==> src/rtl/ibex_rf_pkg.sv <==
// Shared types and size helpers for the multi-port Ibex register file.
package ibex_rf_pkg;

  typedef enum logic [1:0] {
    IDLE = 2'd0,
    WIPE = 2'd1,
    DONE = 2'd2
  } wipe_state_e;

  function automatic int unsigned rf_addr_width(input bit rv32e);
    return rv32e ? 32'd4 : 32'd5;
  endfunction

  function automatic int unsigned rf_num_words(input bit rv32e);
    return 32'd1 << rf_addr_width(rv32e);
  endfunction

endpackage

==> src/rtl/ibex_register_file_mp_wipe_ctrl.sv <==
// Secure-wipe sequencer: walks words 1..NumWords-1, then pulses done for one cycle.
module ibex_rf_wipe_ctrl
  import ibex_rf_pkg::*;
#(
  parameter int unsigned AddrWidth = 5,
  parameter int unsigned NumWords  = 32
) (
  input  logic                 clk_i,
  input  logic                 rst_i,
  input  logic                 wipe_req_i,
  output logic                 wipe_we,
  output logic [AddrWidth-1:0] wipe_addr,
  output logic                 busy,
  output logic                 done
);

  wipe_state_e          state_r, state_nxt_s;
  logic [AddrWidth-1:0] cnt_r, cnt_nxt_s;

  // State and counter registers.
  always_ff @(posedge clk_i or posedge rst_i) begin
    if (rst_i) begin
      state_r <= IDLE;
      cnt_r   <= AddrWidth'(1);
    end else begin
      state_r <= state_nxt_s;
      cnt_r   <= cnt_nxt_s;
    end
  end

  // Next-state and counter logic; exit is decided on the last word so cnt never wraps.
  always_comb begin
    state_nxt_s = state_r;
    cnt_nxt_s   = cnt_r;
    case (state_r)
      IDLE: begin
        if (wipe_req_i) begin
          state_nxt_s = WIPE;
          cnt_nxt_s   = AddrWidth'(1);
        end else begin
          state_nxt_s = IDLE;
        end
      end
      WIPE: begin
        if (cnt_r == AddrWidth'(NumWords - 1)) begin
          state_nxt_s = DONE;
          cnt_nxt_s   = AddrWidth'(1);
        end else begin
          cnt_nxt_s   = cnt_r + AddrWidth'(1);
        end
      end
      DONE: begin
        state_nxt_s = IDLE;
        cnt_nxt_s   = AddrWidth'(1);
      end
      default: begin
        state_nxt_s = IDLE;
        cnt_nxt_s   = AddrWidth'(1);
      end
    endcase
  end

  // Output decode from the registered state.
  always_comb begin
    wipe_we   = 1'b0;
    busy      = 1'b0;
    done      = 1'b0;
    wipe_addr = cnt_r;
    case (state_r)
      WIPE: begin
        wipe_we = 1'b1;
        busy    = 1'b1;
      end
      DONE:    done = 1'b1;
      default: done = 1'b0;
    endcase
  end

endmodule

==> src/rtl/ibex_register_file_mp.sv <==
// Multi-port flip-flop register file with write bypass, write-conflict
// reporting and a run-time secure wipe of every stored word.
module ibex_register_file_mp
  import ibex_rf_pkg::*;
#(
  parameter bit                   RV32E         = 1'b0,
  parameter int unsigned          DataWidth     = 32,
  parameter int unsigned          NumReadPorts  = 2,
  parameter int unsigned          NumWritePorts = 2,
  parameter bit                   WriteBypass   = 1'b1,
  parameter logic [DataWidth-1:0] WordZeroVal   = '0
) (
  input  logic                              clk_i,
  input  logic                              rst_i,
  input  logic [NumReadPorts*5-1:0]         raddr_i,
  output logic [NumReadPorts*DataWidth-1:0] rdata_o,
  input  logic [NumWritePorts*5-1:0]        waddr_i,
  input  logic [NumWritePorts*DataWidth-1:0] wdata_i,
  input  logic [NumWritePorts-1:0]          we_i,
  input  logic                              wipe_req_i,
  output logic                              wipe_busy_o,
  output logic                              wipe_done_o,
  output logic                              err_o
);

  localparam int unsigned AW = rf_addr_width(RV32E);
  localparam int unsigned NW = rf_num_words(RV32E);

  logic [AW-1:0]        waddr_s [NumWritePorts];
  logic [DataWidth-1:0] wdata_s [NumWritePorts];
  logic [DataWidth-1:0] mem_s   [NW];
  logic                 wipe_we_s, wipe_busy_s, wipe_done_s;
  logic [AW-1:0]        wipe_addr_s;
  logic                 err_s, err_r;

  ibex_rf_wipe_ctrl #(
    .AddrWidth(AW),
    .NumWords (NW)
  ) u_wipe_ctrl (
    .clk_i     (clk_i),
    .rst_i     (rst_i),
    .wipe_req_i(wipe_req_i),
    .wipe_we   (wipe_we_s),
    .wipe_addr (wipe_addr_s),
    .busy      (wipe_busy_s),
    .done      (wipe_done_s)
  );

  for (genvar p = 0; p < NumWritePorts; p++) begin : g_wport
    assign waddr_s[p] = waddr_i[p*5 +: AW];
    assign wdata_s[p] = wdata_i[p*DataWidth +: DataWidth];
  end

  assign mem_s[0] = WordZeroVal;

  // Each word picks the highest-indexed matching port; the wipe overrides all ports.
  for (genvar w = 1; w < NW; w++) begin : g_word
    logic                 wr_en_s;
    logic [DataWidth-1:0] wr_data_s;
    logic [DataWidth-1:0] word_r;

    // Per-word write select.
    always_comb begin
      wr_en_s   = 1'b0;
      wr_data_s = WordZeroVal;
      if (wipe_we_s) begin
        wr_en_s = (wipe_addr_s == AW'(w));
      end else begin
        for (int p = 0; p < NumWritePorts; p++) begin
          wr_en_s   = wr_en_s | (we_i[p] & (waddr_s[p] == AW'(w)));
          wr_data_s = (we_i[p] && (waddr_s[p] == AW'(w))) ? wdata_s[p] : wr_data_s;
        end
      end
    end

    // Storage flop for this word.
    always_ff @(posedge clk_i or posedge rst_i) begin
      if (rst_i) begin
        word_r <= WordZeroVal;
      end else if (wr_en_s) begin
        word_r <= wr_data_s;
      end else begin
        word_r <= word_r;
      end
    end

    assign mem_s[w] = word_r;
  end

  // Read ports: R0 and any read during a wipe return WordZeroVal.
  for (genvar p = 0; p < NumReadPorts; p++) begin : g_rport
    logic [AW-1:0]        raddr_s;
    logic [DataWidth-1:0] rd_s;

    assign raddr_s = raddr_i[p*5 +: AW];

    // Read mux with optional same-cycle write bypass.
    always_comb begin
      rd_s = WordZeroVal;
      if ((raddr_s == '0) || wipe_busy_s) begin
        rd_s = WordZeroVal;
      end else begin
        rd_s = mem_s[raddr_s];
        for (int q = 0; q < NumWritePorts; q++) begin
          rd_s = (WriteBypass && we_i[q] && (waddr_s[q] == raddr_s)) ? wdata_s[q] : rd_s;
        end
      end
    end

    assign rdata_o[p*DataWidth +: DataWidth] = rd_s;
  end

  // Error detection: same nonzero address on two ports, or any write during a wipe.
  always_comb begin
    err_s = 1'b0;
    if (wipe_busy_s) begin
      for (int p = 0; p < NumWritePorts; p++) begin
        err_s = err_s | (we_i[p] & (waddr_s[p] != '0));
      end
    end else begin
      for (int p = 0; p < NumWritePorts; p++) begin
        for (int q = p + 1; q < NumWritePorts; q++) begin
          err_s = err_s | (we_i[p] & we_i[q] & (waddr_s[p] == waddr_s[q]) & (waddr_s[p] != '0));
        end
      end
    end
  end

  // Registered error pulse.
  always_ff @(posedge clk_i or posedge rst_i) begin
    if (rst_i) begin
      err_r <= 1'b0;
    end else begin
      err_r <= err_s;
    end
  end

  assign err_o       = err_r;
  assign wipe_busy_o = wipe_busy_s;
  assign wipe_done_o = wipe_done_s;

endmodule

==> config.mk <==
export PLATFORM = sky130hd
export DESIGN_NAME = ibex_register_file_mp
export DESIGN_NICKNAME = d
export VERILOG_FILES = /design/src/rtl/ibex_rf_pkg.sv /design/src/rtl/ibex_register_file_mp_wipe_ctrl.sv /design/src/rtl/ibex_register_file_mp.sv
export SDC_FILE = /design/constraint.sdc
export NUM_CORES = 2
export LEC_CHECK = 0
export BUFFER_PORTS_ARGS = -buffer_cell sky130_fd_sc_hd__buf_4
export CORE_MARGIN = 5
export CORE_UTILIZATION = 55
export CTS_BUF_LIST = sky130_fd_sc_hd__clkbuf_8 sky130_fd_sc_hd__clkbuf_16
export DETAILED_ROUTE_END_ITERATION = 8
export PLACE_DENSITY_LB_ADDON = 0.2
export SLEW_MARGIN = 30
export SYNTH_ARGS = -nofsm -noshare
export SYNTH_HDL_FRONTEND = slang
export SYNTH_HIERARCHICAL = 1
export SYNTH_SLANG_ARGS = --single-unit
==> constraint.sdc <==
create_clock -name clk_i -period 29.1 [get_ports clk_i]
set_clock_uncertainty 0.05 [all_clocks]
set_input_delay 1.455 -clock clk_i [delete_from_list [all_inputs] [get_ports clk_i]]
set_output_delay 1.455 -clock clk_i [all_outputs]
set_load 0.05 [all_outputs]
* After elaboration in Yosys (flattened, before gate mapping)
Index checks and enable logic that the tools add are counted.
** Storage, ports and cells
- Bits in registers :: 1000
- Bits of input ports :: 89
- Output and inout bits :: 67
- Logic and storage cells :: 458
** Cells by class
- $add $sub $neg :: 1
- $lt $le $gt $ge :: 2
- Equality and inequality tests :: 102
- Muxes and demuxes :: 145
- Bitwise logic cells :: 101
- Reduce and logical (&&, ||, !) cells :: 73
** Operators with widths (count)
- 2-to-1 mux 32 bit :: 103
- binary-select mux 32 bit (select 5 bit) :: 2
- == test 5 bit, second input constant :: 48
- == test 5 x 4 -> 1 bit, second input constant :: 24
- bitwise AND 1 bit :: 67
- logical AND 1 bit :: 66
- == test 5 x 3 -> 1 bit, second input constant :: 12
- 2-to-1 mux 1 bit :: 35
- OR 1 bit :: 32
- == test 5 x 2 -> 1 bit, second input constant :: 6
- == test 5 bit :: 5
- == test 5 x 1 -> 1 bit, second input constant :: 3
- greater-or-equal comparator 6 bit, second input constant :: 2
- NOT 5 -> 6 bit :: 2
- logical NOT 5 bit :: 2
- 2-to-1 mux 5 bit :: 2
- one-hot mux 5 bit (2 select lines) :: 1
- nonzero test 5 bit :: 2
- adder 5 x 1 -> 5 bit, second input constant :: 1
- != test 2 bit, second input constant :: 2
- one-hot mux 2 bit (2 select lines) :: 1
- == test 2 x 1 -> 1 bit, second input constant :: 1
- == test 2 bit, second input constant :: 1
- logical NOT 2 bit :: 1
- other kinds (2) :: 3

* Logic depth before layout (Yosys ltp)
- Depth in word-level cells :: 7
- Gate-level depth with buffers :: 10

* Modules after synthesis
The synthesis kept the hierarchy.
** By module, submodules not included
- ibex_register_file_mp :: times used 1, cells each 5721, area each 65404.0 um2
- ibex_rf_wipe_ctrl :: times used 1, cells each 39, area each 380.4 um2

* Worst setup path before layout
OpenSTA, ideal clock, no wires.
- Path kind :: in2out
- Start point :: input raddr_i[0]
- End point :: output rdata_o[18]
- Data arrival time :: 4.336 ns
- Required time :: 27.595 ns
- Path slack :: 23.259 ns
- Stages :: 10
- Buffers on the path :: 6
- Cells stage by stage :: buf_4 -> buf_12 -> buf_12 -> buf_12 -> buf_12 -> buf_12 -> mux2i_1 -> a22oi_2 -> a311oi_1 -> o41ai_1
** Between the ends
- Longest elaborated chain between the ends :: 7
- Elaborated cells on any way between the ends :: 13
** RTL lines
- start: declaration :: RTL line ibex_register_file_mp.sv:15 : input logic [NumReadPorts*5-1:0] raddr_i,
- NOT 5 -> 6 bit (implied by the code) :: RTL line ibex_register_file_mp.sv:103 : rd_s = mem_s[raddr_s];
- binary-select mux 32 bit (select 5 bit) :: RTL line ibex_register_file_mp.sv:103
- 2-to-1 mux 32 bit (implied by the code) (2 in a row) :: RTL line ibex_register_file_mp.sv:103
- 2-to-1 mux 32 bit (2 in a row) :: RTL line ibex_register_file_mp.sv:105 : rd_s = (WriteBypass && we_i[q] && (waddr_s[q] == raddr_s)) ? wdata_s[q] : rd_s;
- 2-to-1 mux 32 bit (*) :: RTL line ibex_register_file_mp.sv:100 : if ((raddr_s == '0) || wipe_busy_s) begin
- end: declaration :: RTL line ibex_register_file_mp.sv:16 : output logic [NumReadPorts*DataWidth-1:0] rdata_o,
Mark *: on every way between the ends. The rest lies on a longest branch, timed or not. The select of a mux whose other input is x is not followed.

* Final worst setup path
- Start point :: input raddr_i[0]
- End point :: output rdata_o[19]
Same word-level chain as after synthesis.

==> out/metrics.csv <==
metric,value,unit
outcome,completed,
sum of negative setup slack,0,ns
Die X,356,um
worst endpoint data arrival time,6.10,ns
Initial Util,55.6,%
total gr overflow,0,
Syn Inst Count,5760,
fin crit share,26.1,%
Pre-antenna DRT Iters,6,
max cap viols,0,
DIE AREA,127000,um^2
worst-path fanout max,100,
post_cts resized,0,
Crit Path Class,in -> out,
H-tree depth,3,
crit path time final,7.61,ns
Final Wtd Congestion,0.937,
"Net count, final",5456,
GRT Util Overall,43.4,%
"EDFF count, synth",0,
Final Hold Viols,0,
clk root buf,clkbuf_16,
Max Root-Sink Buffers,3,
clk sinks,1000,
Mapped Nets,5851,
DRT Wirelength,283000,um
Setup crit start kind,input port,
area of the multi-input gates,37300,um^2
FF-to-FF setup slack,25.03,ns
Storage cell area,25000,um^2
R2R cell count,7,
post-route ant nets,0,
hold slack final,0.454,ns
Worst Path Required,27.60,ns
DRC,0,
cts hold-fix bufs,0,
Post-DP HPWL,150000,um
RSZ-0062 raised after global routing,no,
"top cells by area, synth","dfrtp_1 38%, mux2i_1 23%, o2bb2ai_1 13%, mux4_2 5.8%, clkbuf_1 2.4%",
TritonCTS clock tree,built,
hold path cells,1,
worst slew pin tran,1.15,ns
Core Footprint,118000,um^2
fin area,70700,um^2
Die H,356,um
Post-CTS Setup Inserts,0,
area share of the largest cell type after synthesis,38.0,%
P&R area growth vs syn,7.53,%
PD cells,74.1,nW/um^2
setup violators final,0,
CTS Buf Count,111,
DR vias,57100,
register area share after synthesis,38.0,%
hold path startpoint,g_word[1].word_r[1]$_DFFE_PP0P_,
pins over their slew limit,0,
hold path endpoint,g_word[1].word_r[1]$_DFFE_PP0P_,
count of input and output buffers,155,
endpoint kind of the worst setup timing path,primary output,
Synth Flop Type,dfrtp_1,
vias in the first global route,55400,
mapped cell area,65800,um^2
"Avg Cell Area, Syn",11.4,um^2
"CTS clk-pin slew, worst paths",0.06,ns
Hold WC Path Type,reg -> reg,
initial DRC count,8721,
post-synthesis register bit count,1000,
Row Count,126,
Via density,8.08,
number of I/O pins,156,
dominant cell type by area after synthesis,dfrtp_1,
fillers,9565,
DP Area,66800,um^2
Critical R2R Launch,u_wipe_ctrl/state_r[0]$_DFFE_PP0P_,
clk_lat worst skew,0.74,ns
f_max,131,MHz
Leak Pwr,32.5,nW
Synth Warn #,6,
Post-synth ARST share,100,%
average routed wire per standard cell,40.0,um
largest net degree at the start of global routing,156,
worst rel slew slack,22.6,%
peak supply drop,0.0625,mV
reg-to-reg endpoint,g_word[30].word_r[9]$_DFFE_PP0P_,
layout cells sized above 1,16.6,%
first-pass GRT wire length,405000,um
initial antenna violation count,19,
Synth cell types,73,
[worst max path at each step]
stage | startpoint | to | slack [ns] | cells past startpoint
after detailed placement | raddr_i[0] | rdata_o[19] | 21.63 | 10
final | raddr_i[0] | rdata_o[19] | 21.49 | 10
after floorplan | rst_i | err_o$_DFF_PP0_ | 13.91 | 1
after CTS | raddr_i[0] | rdata_o[19] | 21.63 | 10
after global routing | raddr_i[0] | rdata_o[19] | 21.59 | 10
after global placement | raddr_i[1] | rdata_o[14] | 21.17 | 9
[metrics by stage]
step / setup slack (ns) / cells / utilization (%) / total power (W)
after floorplan: 13.91 / 5760 / - / 0.00318
after global placement: 21.17 / 6849 / 56.3 / 0.00364
after detailed placement: 21.63 / 6850 / 56.4 / 0.00370
after CTS: 21.63 / 7052 / 59.6 / 0.00517
after global routing: 21.59 / 7055 / 59.7 / 0.00541
final: 21.49 / 7063 / 59.7 / 0.00524
[where the power goes]
group	internal, W	switching, W	total [W]
combinational	0.000713	0.000885	0.00160
clock	0.000846	0.000637	0.00148
sequential	0.00180	0.000362	0.00216
[cells in the final DEF, fill, tap and decap left out, types with 22 or more instances in the layout]
master / count
a21oi_1: 36
nor2_1: 36
nor3_1: 163
a32oi_1: 64
clkbuf_16: 111
mux2_2: 80
inv_1: 28
nor2b_1: 64
o41ai_1: 51
o22ai_1: 227
clkbuf_8: 30
o2bb2ai_1: 989
mux2i_1: 1542
nand2b_1: 28
nand2_2: 22
a211oi_1: 32
a21boi_4: 31
buf_4: 308
mux4_2: 170
nand2_1: 58
a221oi_1: 78
dfrtp_1: 999
[area by class of cell]
type | count | share of cell area [%]
Inverter | 3 | 0.0212
Antenna cell | 9 | 0.0318
Clock buffer | 140 | 4.49
Timing Repair Buffer | 325 | 3.65
Tap cell | 1600 | 2.83
Clock inverter | 62 | 0.805
Sequential cell | 1000 | 35.4
Multi-Input combinational cell | 3924 | 52.8
[layer usage]
metal | vias to the layer above | GRT usage, % | wire length [um]
met1 | 28400 | 56.8 | 103000
met5 | - | 1.19 | 124
met2 | 5283 | 58.7 | 112000
met3 | 1468 | 18.5 | 44400
li1 | 21900 | - | -
met4 | 16 | 27.5 | 23400
[logic make-up after synthesis]
group / count (synthesis) / share of synthesized area (%)
AOI/OAI and AO/OA: 1629 / 20.5
xor gates and xnor gates: 25 / 0.333
adders and majority gates: 2 / 0.0380
buffers and inverters: 836 / 6.37
DFF: 1000 / 38.0
muxes: 1796 / 30.8
and+or+nand+nor: 472 / 3.89
[synth_stat cells, types with 5 or more instances]
library cell / n
and4b_1: 5
nand2_1: 73
a22oi_2: 5
o22ai_1: 227
and3_1: 5
a31oi_1: 5
buf_12: 8
a22oi_1: 21
mux2_2: 80
buf_8: 7
nor2b_1: 71
nand2b_1: 36
buf_6: 56
mux2i_1: 1542
buf_1: 98
clkbuf_1: 416
a21boi_1: 20
a21o_1: 23
a211oi_1: 36
nor3_1: 166
a311oi_1: 19
o41ai_2: 5
a21oi_1: 36
o221ai_1: 13
xor2_1: 8
a21boi_2: 11
mux4_2: 170
a32oi_1: 64
o21bai_1: 8
nand3_1: 10
o41ai_1: 61
buf_4: 43
o2bb2ai_1: 989
xnor2_1: 17
a221oi_1: 78
nor2_1: 40
dfrtp_1: 999
nand2_2: 8
buf_2: 200
nand4_1: 7
nor2_2: 9
[registers in the layout, summed over array words and instances (netlist names)]
name,cells
u_wipe_ctrl/wipe_addr,5
g_word.word_r,992
u_wipe_ctrl/state_r,2
err_o,1
[worst max-delay path, cell delays in order]
cell	delay [ns]
buf_8	0.49
buf_4	0.58
buf_12	0.46
buf_6	0.71
mux4_2	0.36
nand2_1	0.05
o221ai_1	0.11
a211oi_1	0.17
o41ai_2	0.85
buf_4	0.34
No activity file was read; power rests on OpenSTA's default activity.
